$ cat src/rtl/ex_mem_rd_pkg.sv
// Shared types for the EX/MEM destination-register tracker.
// Holds the per-stage entry layout and the cleared-entry constructor.
package ex_mem_rd_pkg;

  localparam int REG_ADDR_W_DEF = 5;

  typedef struct packed {
    logic [REG_ADDR_W_DEF-1:0] rd;
    logic                      valid;
    logic                      is_load;
  } rd_entry_t;

  function automatic rd_entry_t rd_entry_bubble();
    rd_entry_t e;
    e.rd      = '0;
    e.valid   = 1'b0;
    e.is_load = 1'b0;
    return e;
  endfunction

endpackage

$ cat src/rtl/rd_fwd_match.sv
// Priority matcher for one source operand against all tracked stages.
// Youngest matching stage wins; x0 never matches.
module rd_fwd_match
  import ex_mem_rd_pkg::*;
#(
  parameter int DEPTH      = 2,
  parameter int REG_ADDR_W = REG_ADDR_W_DEF,
  parameter int SEL_W      = $clog2(DEPTH + 1)
) (
  input  rd_entry_t [DEPTH-1:0]  entries,
  input  logic [REG_ADDR_W-1:0]  src,
  output logic [SEL_W-1:0]       sel,
  output logic                   hit0
);

  always_comb begin
    sel  = '0;
    hit0 = 1'b0;
    if (src != '0) begin
      // Scan oldest to youngest so the lowest index overwrites last.
      for (int i = DEPTH - 1; i >= 0; i--) begin
        if (entries[i].valid && (entries[i].rd == src)) begin
          sel = SEL_W'(i + 1);
        end
      end
    end
    hit0 = (sel == SEL_W'(1));
  end

endmodule

$ cat src/rtl/ex_mem_rd_tracker.sv
// Destination-register tracker for EX/MEM and older stages, with
// forwarding selects and load-use hazard detection per source operand.
module ex_mem_rd_tracker
  import ex_mem_rd_pkg::*;
#(
  parameter int DEPTH      = 2,
  parameter int NUM_SRC    = 2,
  parameter int REG_ADDR_W = REG_ADDR_W_DEF,
  parameter int SEL_W      = $clog2(DEPTH + 1)
) (
  input  logic                                 clk,
  input  logic                                 rst_n,
  input  logic [REG_ADDR_W-1:0]                ex_rd,
  input  logic                                 ex_reg_write,
  input  logic                                 ex_mem_read,
  input  logic                                 stall,
  input  logic                                 flush,
  input  logic [NUM_SRC-1:0][REG_ADDR_W-1:0]   src_rs,
  output logic [NUM_SRC-1:0][SEL_W-1:0]        fwd_sel,
  output logic                                 load_use_hazard,
  output logic [REG_ADDR_W-1:0]                ex_mem_rd,
  output logic [DEPTH-1:0]                     stage_valid
);

  rd_entry_t [DEPTH-1:0] entries;
  rd_entry_t [DEPTH-1:0] entries_nxt;
  rd_entry_t             ex_entry;

  logic [SEL_W-1:0]      sel_k  [NUM_SRC];
  logic [NUM_SRC-1:0]    hit0_k;

  always_comb begin
    ex_entry.rd      = ex_rd;
    ex_entry.valid   = ex_reg_write && (ex_rd != '0);
    ex_entry.is_load = ex_mem_read && ex_reg_write && (ex_rd != '0);
  end

  // Flush wins over stall: the bubble still advances older stages.
  always_comb begin
    entries_nxt = entries;
    if (flush) begin
      for (int i = 1; i < DEPTH; i++) begin
        entries_nxt[i] = entries[i-1];
      end
      entries_nxt[0] = rd_entry_bubble();
    end else if (!stall) begin
      for (int i = 1; i < DEPTH; i++) begin
        entries_nxt[i] = entries[i-1];
      end
      entries_nxt[0] = ex_entry;
    end
  end

  // Stage register boundary
  always_ff @(posedge clk) begin
    if (!rst_n) begin
      entries <= {DEPTH{rd_entry_bubble()}};
    end else begin
      entries <= entries_nxt;
    end
  end

  for (genvar k = 0; k < NUM_SRC; k++) begin : g_src
    rd_fwd_match #(
      .DEPTH      (DEPTH),
      .REG_ADDR_W (REG_ADDR_W),
      .SEL_W      (SEL_W)
    ) u_match (
      .entries (entries),
      .src     (src_rs[k]),
      .sel     (sel_k[k]),
      .hit0    (hit0_k[k])
    );
  end

  always_comb begin
    for (int k = 0; k < NUM_SRC; k++) begin
      fwd_sel[k] = sel_k[k];
    end
    load_use_hazard = (|hit0_k) && entries[0].is_load;
    ex_mem_rd       = entries[0].rd;
    for (int i = 0; i < DEPTH; i++) begin
      stage_valid[i] = entries[i].valid;
    end
  end

endmodule

$ cat config.mk
export PLATFORM = sky130hd
export DESIGN_NAME = ex_mem_rd_tracker
export DESIGN_NICKNAME = d
export VERILOG_FILES = /design/src/rtl/ex_mem_rd_pkg.sv /design/src/rtl/rd_fwd_match.sv /design/src/rtl/ex_mem_rd_tracker.sv
export SDC_FILE = /design/constraint.sdc
export NUM_CORES = 1
export LEC_CHECK = 0
export CAP_MARGIN = 20
export CORE_ASPECT_RATIO = 1.75
export CORE_UTILIZATION = 28
export DETAILED_ROUTE_END_ITERATION = 16
export GPL_ROUTABILITY_DRIVEN = 0
export GPL_TIMING_DRIVEN = 0
export SETUP_SLACK_MARGIN = 0.4
export SYNTH_ARGS = -nofsm -noshare
export SYNTH_HDL_FRONTEND = slang
export SYNTH_SLANG_ARGS = --single-unit
$ cat constraint.sdc
create_clock -name clk -period 3.4 [get_ports clk]
set_input_delay 0.68 -clock clk [delete_from_list [all_inputs] [get_ports clk]]
set_output_delay 0.68 -clock clk [all_outputs]
set_load 0.02 [all_outputs]
# After elaboration in Yosys (flattened, before gate mapping)
# Cells that the tools add are included.
op_classes:
  n_eq_ne: 7
  n_mux: 8
  n_bitwise: 1
  n_reduce_logical: 13
ops:
  columns: ["cell", "count"]
  rows:
  - ["14-bit 2-to-1 mux", 2]
  - ["5-bit equality test", 4]
  - ["5-bit nonzero test", 3]
  - ["2-bit 2-to-1 mux", 6]
  - ["1-bit logical AND", 8]
  - ["2-bit by 1-bit equality test with 1-bit output (second input constant)", 2]
  - ["2-bit OR reduction", 2]
  - ["2-bit by 1-bit inequality test with 1-bit output (second input constant)", 1]
  - ["1-bit inverter", 1]
word_totals:
  regBits: 13
  word_cells: 34

# Logic depth before layout (Yosys ltp)
# Gate-level depths: netlist of the first run.
logic_depth:
  word_depth: 8
  mapped_depth: 5
  ltp_nobuf: 4

# Hierarchy
# From an unflattened synthesis of the first run, not the netlist that was laid out.
unflattened:
  hier_cells: 103
  area_unflattened_um2: 865.8
modules_own_cells:
  columns: ["module", "instances", "cells_each", "area_each_um2", "seq_area_each_um2"]
  rows:
  - ["ex_mem_rd_tracker", 1, 65, 593.1, 280.3]
  - ["rd_fwd_match", 2, 19, 136.4, 0.0]

# Least setup slack after synthesis of the first run
# OpenSTA, ideal clock, no wires.
synth_path:
  path_type: "input to output"
  start: "in src_rs[0] (netlist bit)"
  end: "out load_use_hazard"
  t_arrival_ns: 1.786
  required_ns: 2.720
  slack_ns: 0.934
  path_stages: 4
  path_cell_list: "xnor2_1 -> nand4_1 -> nor3_1 -> o21a_1"
synth_rtl:
  columns: ["element", "line_no", "rtl"]
  rows:
  - ["from (decl)", "ex_mem_rd_tracker.sv:18", "input logic [NUM_SRC-1:0][REG_ADDR_W-1:0] src_rs,"]
  - ["to (decl)", "ex_mem_rd_tracker.sv:20", "output logic load_use_hazard,"]

==> metrics.csv, run 1 <==
stage,metric,value,unit
clock_tree,CTS Hold Bufs,0,
clock_tree,clock buffer count from CTS,3,
timing,"Slew Viols, Final",0,
logic_synthesis,fraction of synthesized area in multiplexers,13.1,%
timing,Slew @ Worst Pin,0.267,ns
placed_design,port bufs,31,
power_and_ir_drop,Max VDD drop,0.224,mV
clock_tree,worst-skew pair later-pin latency,0.24,ns
logic_synthesis,post-synth top area share,31.0,%
final_layout,Final nets,150,
critical_path,CP Capture Type,output pin,
clock_tree,H-tree Lvls,1,
logic_synthesis,Post-Syn Nets,114,
timing,crit share post-route,85.0,%
clock_tree,clock slew at reported path FFs,0.05,ns
logic_synthesis,main combinational cell family by area after synthesis,simple AND/OR/NAND/NOR gates,
global_route,vias in the first global route,749,
critical_path,R2R Path Start,ex_mem_rd[0]$_SDFFE_PP0N_,
power_and_ir_drop,total power,376,uW
logic_synthesis,Synth Area in Simple Gates,24.7,%
floorplanning,die area,0.00323,sq mm
logic_synthesis,largest area contributor in the netlist,dfxtp_1,
final_layout,most frequent cells in the layout,"xnor2_1, clkdlybuf4s50_1, dfxtp_1",
logic_synthesis,syn avg cell area,9.04,sq um
critical_path,Reg2Reg Capture Point,entries[9]$_SDFFE_PN0P_,
floorplanning,I/O pin count,33,
floorplanning,Std-Cell Core Area,0.00290,sq mm
critical_path,r2r setup slk,2.65,ns
outcome,status,"complete, but fails checks",
timing,clk_skew,0.000211,ns
power_and_ir_drop,Static Leakage,0.000501,uW
timing,RSZ-0062 raised after global routing,false,
detailed_routing,uppermost routed layer,met4,
final_layout,ANT cells,0,
timing,final-report hold violation count,0,
logic_synthesis,Yosys reg bits,13,
final_layout,share of cells above drive strength 1,15.6,%
clock_tree,CTS max path bufs,2,
logic_synthesis,Synth Area in XOR/XNOR,20.8,%
logic_synthesis,Post-Synthesis Cells,93,
critical_path,WP data required,2.72,ns
detailed_routing,drt pass-1 iters,10,
timing,Fmax achieved,346,MHz
placed_design,HPWL Detailed,1680,um
detailed_routing,routed wire length,2010,um
critical_path,reg2reg path depth,2,
detailed_routing,met3 WL,87,um
detailed_routing,initial DRC count,13,
critical_path,classification of the worst setup path,input port to output pin,
critical_path,crit-path max FO,3,
placed_design,Placed Area,0.00119,sq mm
final_layout,final instance area,0.00125,sq mm
clock_tree,Sink Count,13,
outcome,failing checks,design-rule violations,
critical_path,Critical path origin,src_rs[0],
power_and_ir_drop,power per standard cell area,302,mW/mm^2
logic_synthesis,Ys Warns,0,
logic_synthesis,part of the Yosys area used for sequential elements,31.0,%
floorplanning,Die Y,74.5,um
final_layout,synthesis-to-finish area growth,48.4,%
detailed_routing,wire per inst,12.9,um
logic_synthesis,synthesized area,841,sq um
final_layout,"commonest non-fill, non-tap cell in the layout",xnor2_1,
logic_synthesis,ranking of synthesized cells by area,"dfxtp_1, xnor2_1, mux2i_1, buf_4, nor2b_1",
global_route,gr usage total,13.9,%
timing,Final Setup Violations,0,
timing,slew margin rel.,82.2,%
hold_path,Min-Delay Endpoint,entries[0]$_SDFFE_PP0N_,
timing,Tmin final,2.89,ns
hold_path,HP Class,flip-flop to flip-flop,
logic_synthesis,Synth Area in Compound Gates,2.98,%
clock_tree,Root Buffer,clkbuf_8,
detailed_routing,vias per cell,4.76,
detailed_routing,routed wl met2,1120,um
floorplanning,row cnt,26,
logic_synthesis,count of different cell masters after synthesis,21,
detailed_routing,DR vias,743,
critical_path,CP arrival,2.21,ns
floorplanning,die width,43.4,um
floorplanning,Initial Util,29.0,%
global_route,first-pass GRT wire length,3220,um
detailed_routing,DRT antenna net count,0,
clock_tree,TritonCTS clock tree,yes,
timing,TNS Setup,0,ns
detailed_routing,DRC errors left,4,
global_route,largest net degree at the start of global routing,11,
critical_path,Worst setup SP type,input port,
logic_synthesis,Post-Synth Adder-Cell Area,0,%
global_route,GR Overflow Total,0,
detailed_routing,M1 wire length,721,um
job,number of max-cap violations,0,
hold_path,Hold Startpoint,entries[0]$_SDFFE_PP0N_,
global_route,antenna violations before repair,0,
clock_tree,post-CTS repair timing setup buffer count,0,
hold_path,Worst Hold Depth,2,
stage by stage:
| step | util [%] | hold slack, ns | setup WS (ns) | std cells |
|---|---|---|---|---|
| finish | 43.1 | 0.470 | 0.510 | 156 |
| global route | 43.1 | 0.530 | 0.427 | 156 |
| CTS | 42.3 | 0.478 | 0.297 | 156 |
| detailed placement | 41.0 | 0.470 | 0.0825 | 152 |
| global placement | 41.0 | 0.458 | 0.0862 | 152 |
| floorplan | - | 0.446 | 0.934 | 93 |
worst max-delay path, stage by stage:
cell,delay (ns)
clkdlybuf4s50_1,0.56
xnor2_1,0.14
nand4_1,0.20
nor3_2,0.26
dlygate4sd2_1,0.37
cell families after synthesis:
family	count (synthesis)
AOI/OAI and AO/OA	4
xor gates and xnor gates	20
buffers and inverters	9
DFF	13
muxes	11
and+or+nand+nor	36
worst max path at each step:
stage,endpoint,cells after the start
floorplan,load_use_hazard,4
global placement,load_use_hazard,6
detailed placement,load_use_hazard,6
CTS,load_use_hazard,6
global route,fwd_sel[1],6
finish,fwd_sel[0],5
flip-flops by register name (all words and copies together), names as in the netlist:
| register | count |
|---|---|
| stage_valid | 2 |
| ex_mem_rd | 5 |
| entries | 6 |
per-layer routing:
layer,global-route usage [%],vias to the layer above
met2,25.1,25
met1,13.4,330
li1,-,380
met4,11.8,0
met5,0,-
met3,2.18,8
synth_stat cells (all sizes together):
cell type and number:
nor2 10, nand4 4, o21ai 1, nand2b 1, a21oi 1, or4 3, nor2b 7, nor4 2
mux2i 11, nand2 6, or3b 1, xnor2 20, nor3 2, o21a 2, buf 9, dfxtp 13
cell type report:
type	count	area, sq um
plain buffers	9	62.6
flip-flops and latches	13	260
well taps	28	35.0
repair buffers	31	318
multi-input cells	71	527
clock buffers	4	45.0
fillers	283	1650
power breakdown:
part / switching, uW / internal [uW]
Sequential: 5.75 / 157
Clock: 52.8 / 82.7
Combinational: 31.2 / 47.2
Total: 89.8 / 286
repair_timing:
item	4_1_cts	5_1_grt
resized for setup	5	11
setup endpoints to repair	5	1
hold endpoints to repair	0	0
Power figures use the tool's default switching activity.
==> run 2: changes to the inputs <==
==> constraint.sdc (replaced) <==
create_clock -name clk -period 2.75 [get_ports clk]
set_input_delay 0.55 -clock clk [delete_from_list [all_inputs] [get_ports clk]]
set_output_delay 0.55 -clock clk [all_outputs]
set_load 0.02 [all_outputs]
==> run 2 against run 1 <==
The flow still finishes with violations (design-rule violations). Sequential share of layout area increased by 0.67 points. Routed wire length grew 2.1%. Via count shrank 0.67%. Largest cell class unchanged. Non-clock buffer count rose by 1. Clock power increased by 25%. Largest power group unchanged. Sequential power is 24% higher. Flip-flop and latch count unchanged.
==> metrics.csv, run 2 (synthesis gave the netlist of run 1 again) <==
stage,metric,value,unit
outcome,status,"complete, but fails checks",
outcome,failing checks,design-rule violations,
global_route,gr usage total,14.0,%
hold_path,Worst Hold Depth,2,
floorplanning,Initial Util,29.0,%
final_layout,most frequent cells in the layout,"xnor2_1, clkdlybuf4s50_1, dfxtp_1",
job,number of max-cap violations,0,
global_route,Most Crowded Layer GR,met2,
final_layout,max FFs per register,6,
global_route,antenna violations before repair,0,
clock_tree,worst-skew pair later-pin latency,0.24,ns
critical_path,CP arrival,1.76,ns
global_route,met2 Usage GRT,26.1,%
power_and_ir_drop,power per standard cell area,383,mW/mm^2
detailed_routing,DRT antenna net count,0,
detailed_routing,drt pass-1 iters,10,
detailed_routing,DRC errors left,4,
final_layout,synthesis-to-finish area growth,43.8,%
critical_path,CP Capture Type,output pin,
global_route,GR Overflow Total,0,
detailed_routing,wire per inst,13.1,um
critical_path,reg2reg path depth,2,
clock_tree,clock slew at reported path FFs,0.05,ns
hold_path,HP Class,flip-flop to flip-flop,
power_and_ir_drop,Max VDD drop,0.278,mV
timing,slew margin rel.,82.5,%
critical_path,classification of the worst setup path,input port to output pin,
timing,RSZ-0062 raised after global routing,false,
global_route,met1 Use GR,13.7,%
clock_tree,CTS Hold Bufs,0,
final_layout,ANT cells,0,
timing,Slew @ Worst Pin,0.263,ns
global_route,vias in the first global route,740,
floorplanning,Std-Cell Core Area,0.00290,sq mm
clock_tree,Sink Count,13,
global_route,first-pass GRT wire length,3230,um
timing,"Slew Viols, Final",0,
clock_tree,clock buffer count from CTS,3,
final_layout,Biggest register,entries,
floorplanning,row cnt,26,
critical_path,WP data required,2.20,ns
timing,crit share post-route,84.1,%
global_route,largest net degree at the start of global routing,11,
clock_tree,Root Buffer,clkbuf_8,
power_and_ir_drop,Static Leakage,0.000434,uW
final_layout,share of cells above drive strength 1,24.0,%
detailed_routing,DR vias,738,
timing,clk_skew,0.000448,ns
final_layout,"commonest non-fill, non-tap cell in the layout",xnor2_1,
clock_tree,TritonCTS clock tree,yes,
timing,final-report hold violation count,0,
floorplanning,die width,43.4,um
placed_design,Placed Area,0.00119,sq mm
timing,Fmax achieved,432,MHz
final_layout,filler instances,285,
final_layout,Final nets,151,
detailed_routing,routed wire length,2050,um
clock_tree,H-tree Lvls,1,
detailed_routing,vias per cell,4.70,
global_route,grt met3 use,2.18,%
placed_design,HPWL Detailed,1680,um
detailed_routing,initial DRC count,18,
timing,Tmin final,2.31,ns
placed_design,port bufs,31,
critical_path,crit-path max FO,3,
final_layout,Util after Layout,41.7,%
critical_path,Worst setup SP type,input port,
floorplanning,I/O pin count,33,
clock_tree,CTS max path bufs,2,
final_layout,final instance area,0.00121,sq mm
timing,Final Setup Violations,0,
floorplanning,die area,0.00323,sq mm
floorplanning,Die Y,74.5,um
## run 2: cell count changes in the layout (fill, tap and decap cells not counted), moves of 2 or more
cell             before  now
dlygate4sd2_1         4    1
dlymetal6s2s_1        7    0
buf_2                 2    8
clkdlybuf4s15_1       0    3
clkbuf_2              1    3
clkdlybuf4s50_1      19   16
## run 2: path summary, 6_finish.rpt
path | slack (ns) | end | start
hold reg to reg | 0.47 | entries[0]$_SDFFE_PP0N_ | entries[0]$_SDFFE_PP0N_
hold / removal | 0.47 | entries[0]$_SDFFE_PP0N_ | entries[0]$_SDFFE_PP0N_
setup / recovery | 0.44 | load_use_hazard | src_rs[4]
setup reg to reg | 2.01 | entries[10]$_SDFFE_PN0P_ | ex_mem_rd[1]$_SDFFE_PP0N_
## run 2: final cells by class
cell class / count / area, sq um / share of cell area, %
multi-input combinational: 71 / 532 / 44.0
timing repair buffer: 32 / 274 / 22.7
sequential: 13 / 260 / 21.5
buffer: 9 / 62.6 / 5.18
clock buffer: 4 / 45.0 / 3.73
tap: 28 / 35.0 / 2.90
## run 2: per-stage QoR
step	instances	power (uW)	hold WS (ns)	setup TNS (ns)	setup WS, ns
detailed placement	152	303	0.470	-0.907	-0.308
finish	157	463	0.470	0	0.437
global placement	152	302	0.458	-0.877	-0.304
floorplan	93	253	0.446	0	0.544
global route	157	483	0.530	0	0.401
CTS	156	467	0.478	0	0.393
## run 2: what timing repair did
action	4_1_cts	5_1_grt
buffers inserted	0	1
setup endpoints to repair	5	4
gates cloned	0	0
pin swaps	5	5
resized for setup	45	9
## run 2: report_power, final
group	leakage [uW]	internal (uW)	switching, uW	total [uW]
Sequential	0.000106	194	7.14	201
Combinational	0.000305	54.0	39.3	93.3
Clock	0.0000228	102	66.3	169
## run 2: worst max-delay path: stages
cell             delay, ns
clkdlybuf4s15_1       0.25
or4_4                 0.46
nor2_4                0.11
nor3_2                0.06
o21a_1                0.20
buf_6                 0.13
## run 2: metal layers
metal | vias up | routed length (um)
met1 | 332 | 754
met3 | 4 | 83
li1 | 381 | -
met2 | 21 | 1170
met5 | - | 0
met4 | 0 | 43
==> patch (config.mk and constraints of run 1) <==
`DEPTH` is set to 2 in 2 places; all go to 4.
--- a/src/rtl/rd_fwd_match.sv
+++ b/src/rtl/rd_fwd_match.sv
@@ -4,5 +4,5 @@
   import ex_mem_rd_pkg::*;
 #(
-  parameter int DEPTH      = 2,
+  parameter int DEPTH      = 4,
   parameter int REG_ADDR_W = REG_ADDR_W_DEF,
   parameter int SEL_W      = $clog2(DEPTH + 1)
--- a/src/rtl/ex_mem_rd_tracker.sv
+++ b/src/rtl/ex_mem_rd_tracker.sv
@@ -4,5 +4,5 @@
   import ex_mem_rd_pkg::*;
 #(
-  parameter int DEPTH      = 2,
+  parameter int DEPTH      = 4,
   parameter int NUM_SRC    = 2,
   parameter int REG_ADDR_W = REG_ADDR_W_DEF,
Interface: changed (resized fwd_sel and stage_valid); port bits go from 33 to 37. No check against the original RTL was run, so the function may have changed too.
==> patch against run 1 <==
Power rose by 59%. Clock power rose by 39%. Fmax fell by 2.0%. Global-route usage rose by 0.39 points. Count of clock-buffer cells in the layout fell by 1. Setup slack got worse by 0.059 ns. Sequential power rose by 89%. Cell area rose by 65%. First-iteration DRC count rose by 92%. Die area rose by 90%. Sequential cell count rose by 12. Area after synthesis rose by 94%. Wire length rose by 100%. Highest routed layer unchanged.
==> patch: results <==
# TYPE chip_impl_metric gauge
chip_impl_metric{name="seq_area_frac_synth",unit="%"} 30.7
chip_impl_metric{name="area.share.sequential",unit="%"} 24.4
chip_impl_metric{name="nonClkBufAreaFrac",unit="%"} 20.4
chip_impl_metric{name="grt_start_max_net_pins",unit=""} 16
chip_impl_metric{name="p_sw",unit="mW"} 0.163
chip_impl_metric{name="die_width",unit="µm"} 59.6
chip_impl_metric{name="routedLengthMet1",unit="mm"} 1.58
chip_impl_metric{name="synth_fp_nets",unit=""} 221
chip_impl_metric{name="cp_max_fo",unit=""} 5
chip_impl_metric{name="irDropWorstVdd",unit="mV"} 0.142
chip_impl_metric{name="worstSkewPairLatency",unit="ns"} 0.28
chip_impl_metric{name="vias_in_the_first_global_route",unit=""} 1326
chip_impl_metric{name="dpl.hpwl",unit="mm"} 3.29
chip_impl_metric{name="detailedRoute.firstPassIterationCount",unit=""} 4
chip_impl_metric{name="post_synthesis_share_of_cell_area_spent_on_xor_and_xnor_gates",unit="%"} 21.5
chip_impl_metric{name="slew_headroom",unit="%"} 67.9
chip_impl_metric{name="final_nets",unit=""} 252
chip_impl_metric{name="skew",unit="ns"} 0.00714
chip_impl_metric{name="post_drt_wl_per_cell",unit="µm"} 13.2
chip_impl_metric{name="final_cells",unit=""} 306
chip_impl_info{name="status",value="completed"} 1
chip_impl_metric{name="layout.comb_gates.multi_input",unit=""} 150
chip_impl_metric{name="combPwrFrac",unit="%"} 17.4
chip_impl_info{name="leading_post_synthesis_cells_by_instance_count",value="sky130_fd_sc_hd__nand2_1 (41), sky130_fd_sc_hd__dfxtp_1 (25), sky130_fd_sc_hd__xor2_1 (24)"} 1
chip_impl_metric{name="via_per_inst",unit=""} 4.50
chip_impl_metric{name="dr.first_iter.drc_count",unit=""} 25
chip_impl_metric{name="num-nonclk-buffers",unit=""} 51
chip_impl_metric{name="synth_cell_type_count",unit=""} 32
chip_impl_metric{name="total_leakage_power",unit="nW"} 0.834
chip_impl_metric{name="area_used_by_multi_input_combinational_logic",unit="µm²"} 991
chip_impl_metric{name="met2RoutedLength",unit="mm"} 2.20
chip_impl_metric{name="worst_setup_slack_post_dpl",unit="ns"} 0.291
==> patch: cell types whose count changed after synthesis, sizes merged, moves of 4 or more <==
cell,run 1,this run
a21boi,0,18
buf,9,23
dfxtp,13,25
mux2i,11,5
nand2,6,41
nand3,0,6
nor2b,7,1
nor4,2,6
xnor2,20,16
xor2,0,24
==> patch: final timing paths <==
path	slack, ns	startpoint	endpoint
worst max-delay path	0.45	src_rs[2]	fwd_sel[1]
worst min-delay path	0.47	entries[0]$_SDFFE_PP0N_	entries[0]$_SDFFE_PP0N_
worst max register to register	2.62	ex_mem_rd[4]$_SDFFE_PP0N_	entries[13]$_SDFFE_PN0P_
worst min register to register	0.47	entries[0]$_SDFFE_PP0N_	entries[0]$_SDFFE_PP0N_
==> patch: per-layer routing <==
| metal | GRT usage [%] | vias up |
|---|---|---|
| met3 | 1.63 | 10 |
| met1 | 14.9 | 623 |
| met5 | 0 | - |
| met2 | 27.2 | 31 |
| met4 | 7.16 | 0 |
| li1 | - | 714 |
